<file path="config.mk">
export PLATFORM = sky130hd
export DESIGN_NAME = vx_mem_bus_sequencer
export DESIGN_NICKNAME = d
export VERILOG_FILES = /design/src/rtl/vx_mem_bus_sequencer.sv
export SDC_FILE = /design/constraint.sdc
export NUM_CORES = 1
export LEC_CHECK = 0
export BUFFER_PORTS_ARGS = -buffer_cell sky130_fd_sc_hd__buf_4
export CORE_ASPECT_RATIO = 2
export CORE_MARGIN = 2
export CORE_UTILIZATION = 40
export DETAILED_ROUTE_END_ITERATION = 10
export GPL_ROUTABILITY_DRIVEN = 0
export PLACE_DENSITY = 0.78
export SYNTH_ARGS = -nofsm -noshare
export SYNTH_HDL_FRONTEND = slang
export SYNTH_SLANG_ARGS = --single-unit
</file>
<file path="constraint.sdc">
create_clock -name VX_clk -period 1.6 [get_ports VX_clk]
set_clock_uncertainty 0.2 [all_clocks]
set_input_delay 0.16 -clock VX_clk [delete_from_list [all_inputs] [get_ports VX_clk]]
set_output_delay 0.16 -clock VX_clk [all_outputs]
set_load 0.005 [all_outputs]
</file>
<file path="src/rtl/vx_mem_bus_sequencer.sv">
// vx_mem_bus_sequencer: bridges Vortex mem_req/mem_rsp onto a single-outstanding
// generic bus port. One transaction in flight at a time; read data is returned
// with its original tag, writes complete silently, bus errors are counted.
module vx_mem_bus_sequencer #(
    parameter int ADDR_W = 32,
    parameter int DATA_W = 32,
    parameter int TAG_W  = 8,
    parameter int ERR_CW = 8
) (
    input  logic                VX_clk,
    input  logic                VX_reset,
    input  logic                mem_req_valid,
    input  logic                mem_req_rw,
    input  logic [DATA_W/8-1:0] mem_req_byteen,
    input  logic [ADDR_W-1:0]   mem_req_addr,
    input  logic [DATA_W-1:0]   mem_req_data,
    input  logic [TAG_W-1:0]    mem_req_tag,
    output logic                mem_req_ready,
    output logic                mem_rsp_valid,
    output logic [DATA_W-1:0]   mem_rsp_data,
    output logic [TAG_W-1:0]    mem_rsp_tag,
    input  logic                mem_rsp_ready,
    output logic                bus_ren,
    output logic                bus_wen,
    output logic [ADDR_W-1:0]   bus_addr,
    output logic [DATA_W-1:0]   bus_wdata,
    output logic [DATA_W/8-1:0] bus_strobe,
    input  logic [DATA_W-1:0]   bus_rdata,
    input  logic                bus_request_stall,
    input  logic                bus_error,
    input  logic                err_clr,
    output logic                err_sticky,
    output logic [ERR_CW-1:0]   err_count,
    output logic                seq_busy
);

    localparam int BE_W = DATA_W / 8;

    typedef enum logic [1:0] {
        S_IDLE = 2'd0,
        S_BUS  = 2'd1,
        S_RSP  = 2'd2
    } state_t;

    state_t              r_state;
    state_t              w_next;
    logic                w_accept;
    logic                w_done;

    logic                r_rw;
    logic [ADDR_W-1:0]   r_addr;
    logic [DATA_W-1:0]   r_wdata;
    logic [BE_W-1:0]     r_byteen;
    logic [TAG_W-1:0]    r_tag;
    logic [DATA_W-1:0]   r_rsp_data;
    logic                r_err_sticky;
    logic [ERR_CW-1:0]   r_err_count;

    assign w_accept = (r_state == S_IDLE) && mem_req_valid;
    assign w_done   = (r_state == S_BUS) && !bus_request_stall;

    // State register
    always_ff @(posedge VX_clk) begin
        if (VX_reset) r_state <= S_IDLE;
        else          r_state <= w_next;
    end

    // Next-state and state-decoded outputs
    always_comb begin
        w_next        = r_state;
        mem_req_ready = 1'b0;
        mem_rsp_valid = 1'b0;
        bus_ren       = 1'b0;
        bus_wen       = 1'b0;
        seq_busy      = 1'b1;
        case (r_state)
            S_IDLE: begin
                mem_req_ready = 1'b1;
                seq_busy      = 1'b0;
                if (mem_req_valid) w_next = S_BUS;
            end
            S_BUS: begin
                bus_ren = ~r_rw;
                bus_wen = r_rw;
                // Writes finish here; reads park in RSP until Vortex takes the data.
                if (!bus_request_stall) w_next = r_rw ? S_IDLE : S_RSP;
            end
            S_RSP: begin
                mem_rsp_valid = 1'b1;
                if (mem_rsp_ready) w_next = S_IDLE;
            end
            default: w_next = S_IDLE;
        endcase
    end

    // Capture the request on acceptance; holds bus outputs stable through stalls
    always_ff @(posedge VX_clk) begin
        if (VX_reset) begin
            r_rw     <= 1'b0;
            r_addr   <= '0;
            r_wdata  <= '0;
            r_byteen <= '0;
            r_tag    <= '0;
        end else if (w_accept) begin
            r_rw     <= mem_req_rw;
            r_addr   <= mem_req_addr;
            r_wdata  <= mem_req_data;
            r_byteen <= mem_req_byteen;
            r_tag    <= mem_req_tag;
        end
    end

    // Read data capture; an erroring read returns zero rather than bus garbage
    always_ff @(posedge VX_clk) begin
        if (VX_reset)            r_rsp_data <= '0;
        else if (w_done && !r_rw) r_rsp_data <= bus_error ? '0 : bus_rdata;
    end

    // Error tracking; a clear wins over an error landing in the same cycle
    always_ff @(posedge VX_clk) begin
        if (VX_reset || err_clr) begin
            r_err_sticky <= 1'b0;
            r_err_count  <= '0;
        end else if (w_done && bus_error) begin
            r_err_sticky <= 1'b1;
            if (r_err_count != {ERR_CW{1'b1}})
                r_err_count <= r_err_count + ERR_CW'(1);
        end
    end

    assign bus_addr     = r_addr;
    assign bus_wdata    = r_wdata;
    assign bus_strobe   = r_byteen;
    assign mem_rsp_data = r_rsp_data;
    assign mem_rsp_tag  = r_tag;
    assign err_sticky   = r_err_sticky;
    assign err_count    = r_err_count;

endmodule
</file>
# Word level (Yosys, flattened, before mapping)
# Index checks and enable logic that the tools add are counted.
[word_totals]
latchBits = 0
wordCells = 38
mem_count = 0
mem_bits_rw = 0
input_bits = 116
register_bits = 120
out_inout_bits = 122
mem_bits_ro = 0
[classes]
n_eq_ne = 6
add_sub_neg = 1
shifts = 0
n_mux = 11
reduce_logical = 10
magnitude_cmp = 0
multipliers = 0
bitwise_logic = 1
div = 0
[ops]
columns = ["op", "count"]
rows = [
  ["32-bit two-way mux", 1],
  ["8-bit by 1-bit adder with 8-bit output, second input constant", 1],
  ["2-bit two-way mux", 4],
  ["8-bit != test, second input constant", 1],
  ["2-bit != test, second input constant", 3],
  ["2-bit one-hot mux with 3 select lines", 1],
  ["1-bit two-way mux", 5],
  ["1-bit logical AND", 4],
  ["3-bit AND reduction", 1],
  ["2-bit by 1-bit == test with 1-bit output, second input constant", 1],
  ["2-bit == test, second input constant", 1],
  ["1-bit zero test", 2],
  ["2-bit zero test", 1],
  ["2-bit AND reduction", 1],
  ["1-bit logical OR", 1],
  ["1-bit NOT", 1],
]

# Longest topological paths before layout
[depth]
ltp_word = 4
depth_mapped = 7
mapped_depth_nobuf = 5

# Least setup slack after synthesis
# No wires, ideal clock.
[synth_path]
path_kind = "flip-flop to flip-flop"
from = "register r_state[0]"
to = "register r_err_count[7] (netlist: err_count[7])"
synth_period_minus_slack_ns = 1.656
t_required_ns = 1.270
path_slack_ns = -0.056
path_stages_with_launch = 6
arrival_ns = 1.326
cell_sequence = "dfxtp_1 -> nor4bb_1 -> buf_2 -> nand4_1 -> a2111oi_0 -> nor3_1"
[synth_via]
elab_chain_cells = 4
[synth_lines]
columns = ["item", "line", "source"]
rows = [
  ["from (decl)", "45", "state_t r_state;"],
  ["from (signal assigned)", "65", "else r_state <= w_next;"],
  ["2-bit by 1-bit == test with 1-bit output", "60", "assign w_done = (r_state == S_BUS) && !bus_request_stall;"],
  ["1-bit logical AND", "60", ""],
  ["1-bit logical AND", "124", "end else if (w_done && bus_error) begin"],
  ["2-bit AND reduction (no line)", "--", ""],
  ["to (signal assigned)", "127", "r_err_count <= r_err_count + ERR_CW'(1);"],
  ["to (decl)", "57", "logic [ERR_CW-1:0] r_err_count;"],
]
# No other way between the ends.
# A chain may end at the register's enable or synchronous reset.

# Final worst setup path
[layout_path]
from = "register r_state[1]"
to = "register r_err_count[3] (netlist: err_count[3])"
# Same word-level chain as after synthesis.

==> summary by stage <==
STA
The actual slew at the worst max-slew pin is 0.4267 ns. The maximum clock frequency is 577.8 MHz. The tightest hold path in the finished design has a slack of 0.04060 ns.

The total negative slack is -0.1540 ns. Setup repair after global routing could not meet its margin everywhere. The max-slew violation count is 0. The post-layout minimum cycle time is 1.731 ns. The total setup violations reported at the end of the flow is 2.

The number of failing hold endpoints at the final stage was 0. The worst-case setup margin in the final layout is -0.1308 ns. Measured against its own limit, the worst slew margin works out to 71.55%. The share of the cycle needed by the critical path after routing is 108.2%.

GRT
Entering global routing, the biggest net connects 91 pins. The number of global-route vias before repair came to 5382. The residual overflow from global routing is 0. The number of antenna violations at the first check in global routing was 0. The global-route wire length before repair is 25580 um.

For this run, the total global-route usage over all layers was measured as 27.01%.

Critical path
The most critical setup path has its startpoint at r_state[1]. Of all nets on the critical path, the largest fanout is 4. The worst setup path is of the reg -> reg kind. At the worst endpoint, the required time is 1.72 ns. The arrival time reported for the critical path endpoint is 1.85 ns.

STA classifies the critical path endpoint as a flop. The sort of element at the start of the critical path is a flop. The worst register-to-register path begins at r_state[1].

Power and ir drop
The total leakage power is 0.003665 uW. The power per standard cell area is 1015 nW/um^2. The peak supply drop is 0.7884 mV.

Place
The placed standard-cell area is 6440 sq um. The port buffer count is 237. The HPWL after detailed placement is 9630 um. The number of cells in the design after placement is 907.

Floorplan
The overall die width is 78.08 um. The row count is 54. The initial core utilization is 40.61%. The die covers 11880 sq um. In this run the vertical extent of the chip is 152.2 um.

The total area inside the core boundary comes to 10810 sq um. In this run the count of I/O pins placed on the die edge is 238.

Finish
The area taken by flip-flops and latches is 2406 sq um. After routing the design area is 8376 sq um. The number of antenna diodes in the final layout is 0. After filler insertion, the fill cell instance count of the layout stands at 669. The number of standard cells in the final layout excluding fillers is 1057.

In the layout the commonest cells are sky130_fd_sc_hd__buf_4, sky130_fd_sc_hd__nand2_1, sky130_fd_sc_hd__dfxtp_1. The area growth from synthesis to layout is 90.77%. The multi-input combinational cells in the finished layout cover a total of 1886 sq um.

Leaving out fill and tap cells, the most frequent cell in the layout is sky130_fd_sc_hd__buf_4. The end-of-flow core utilization is 77.48%. For this run, the post-layout net count is 1021. Of the cells placed in the final design, the portion with a size suffix greater than 1 is 33.91%.

Drt
The detailed router placed 5347 vias in this run. The via density per instance is 5.059. The aggregate routed wire length is 17250 um. The first-pass iteration count of the detailed router is 4. The post-detailed-route DRC marker count is 0. The remaining antenna violation count is 0. In the final routed layout, each cell accounts on average for 16.32 um. The detailed router finished its first iteration with 202 violations.

Yosys
The area share of fa/ha/maj cells after synthesis is 0.2850%. In the synthesized netlist, the number of instances is 549. Among all flip-flop cells after synthesis, the most frequent one is sky130_fd_sc_hd__dfxtp_1.

The count of unique library cells instantiated by Yosys is 27. The basic-gate share of the synthesized area counting and, or, nand and nor cells is 26.10%. The number of nets handed over by synthesis was 666.

The portion of synthesized area spent on multiplexers is 0.2280%. After synthesis, the cell types taking the most area are sky130_fd_sc_hd__dfxtp_1, sky130_fd_sc_hd__nand2_1, sky130_fd_sc_hd__a21oi_1. The compound-cell area share of the yosys netlist is 14.25%. The synthesized design contains 0 enable-type register cells. After synthesis the cells add up to 4390 sq um. After synthesis the netlist holds a flip-flop and latch count of 120. The xor/xnor share of the synthesized area is 0.3990%. Of the post-synthesis cell area, the dominant cell type holds 54.72%. By area, the combinational part of the netlist is dominated by simple AND/OR/NAND/NOR gates. The fraction of registers with async set or reset after synthesis is 0%.

Yosys printed 0 warnings. Each instance of the synthesized netlist takes up on average 7.997 sq um. The share of synthesized area occupied by flip-flops and latches is 54.72%.

The library cell occupying the most area in the post-synthesis netlist is sky130_fd_sc_hd__dfxtp_1.

Min path
The kind of path behind the tightest hold check is in -> reg. The worst min-delay path startpoint is mem_req_valid.

CTS
Counting the buffers created by CTS gives 17. The count of H-tree levels built during CTS is 4. Clock-pin slew was measured on the worst setup and hold paths at 0.05 ns. The clock passes through at most 2 buffers. The tree is rooted in a sky130_fd_sc_hd__clkbuf_16.

The clock tree from TritonCTS is built. The clock reaches the later pin of the worst-skew pair after 0.40 ns. The clock sink count is 120.

Run
The tool flagged a number of max-cap violations equal to 0.

Status
The run finished, with violations left. The checks that failed: setup timing.
-- cells in the mapped netlist (all sizes together), types with 3 or more instances --
cell type    n
o21ai        4
nand3        3
dfxtp      120
nand4        3
buf         10
nor3         4
a21oi      116
nand3b      32
clkbuf      31
inv          3
nand2      189
nor2b        4
nor2        13
-- layer usage --
metal  track usage, %  share of wire, %  vias up
met2            48.60                54      271
met3            7.938               7.3       69
met4            15.62               4.5        0
met1            26.79                35     2482
met5                0                 0        -
li1                 -                 -     2525
-- final timing paths --
check                           slack (ns)  depth (start not counted)               to
worst max-delay path                 -0.13                          4     err_count[3]
worst min-delay path                  0.04                          4       r_state[0]
worst max register to register       -0.13                          4     err_count[3]
worst min register to register        0.25                          2  mem_rsp_data[3]
-- worst max-delay path, stage by stage (launching register included) --
cell                       delay (ns)
sky130_fd_sc_hd__dfxtp_2         0.34
sky130_fd_sc_hd__nor4bb_4        0.28
sky130_fd_sc_hd__nand4_1         0.24
sky130_fd_sc_hd__or3_1           0.41
sky130_fd_sc_hd__a21oi_1         0.18
-- registers in the layout (all words and copies together) (netlist names) --
| signal | count |
|---|---|
| bus_addr | 32 |
| r_rw | 1 |
| r_state | 2 |
| mem_rsp_tag | 8 |
| mem_rsp_data | 32 |
| err_sticky | 1 |
| bus_wdata | 32 |
| err_count | 8 |
| bus_strobe | 4 |
-- power by group --
| group | switching [uW] | internal, uW |
|---|---|---|
| Combinational | 551 | 758 |
| Clock | 1360 | 2600 |
| Sequential | 87.8 | 3140 |
| Total | 2000 | 6500 |
-- kinds of logic (layout without fill, tap and decap cells) --
kind of cell,after synthesis,in the layout
simple gates,258,258
compound gates,123,123
flops,120,120
buf+inv,44,412
xor+xnor,2,2
fa+ha+maj,1,1
mux,1,1
-- area by class of cell --
cell class	count	area share [%]
inverter	3	0.1344
sequential	120	28.73
tap	140	2.091
clock buffer	20	5.214
timing repair buffer	377	39.21
clock inverter	12	2.106
multi-input combinational	385	22.51
-- metrics by stage --
step | total power (uW) | setup slack [ns]
after floorplan | 3652 | 0.01176
after global placement | 4232 | -0.01795
after detailed placement | 4264 | -0.005983
after CTS | 8444 | -0.04669
after global routing | 8781 | -0.2875
final | 8501 | -0.1308
-- repair_timing --
action	CTS	global route
cloned	0	3
hold endpoints to repair	119	0
buffers inserted	0	2
resized for setup	1	20
pin swaps	0	3
endpoints found under the setup margin	6	49
hold buffers	113	0
(Power assumes the default switching activity.)
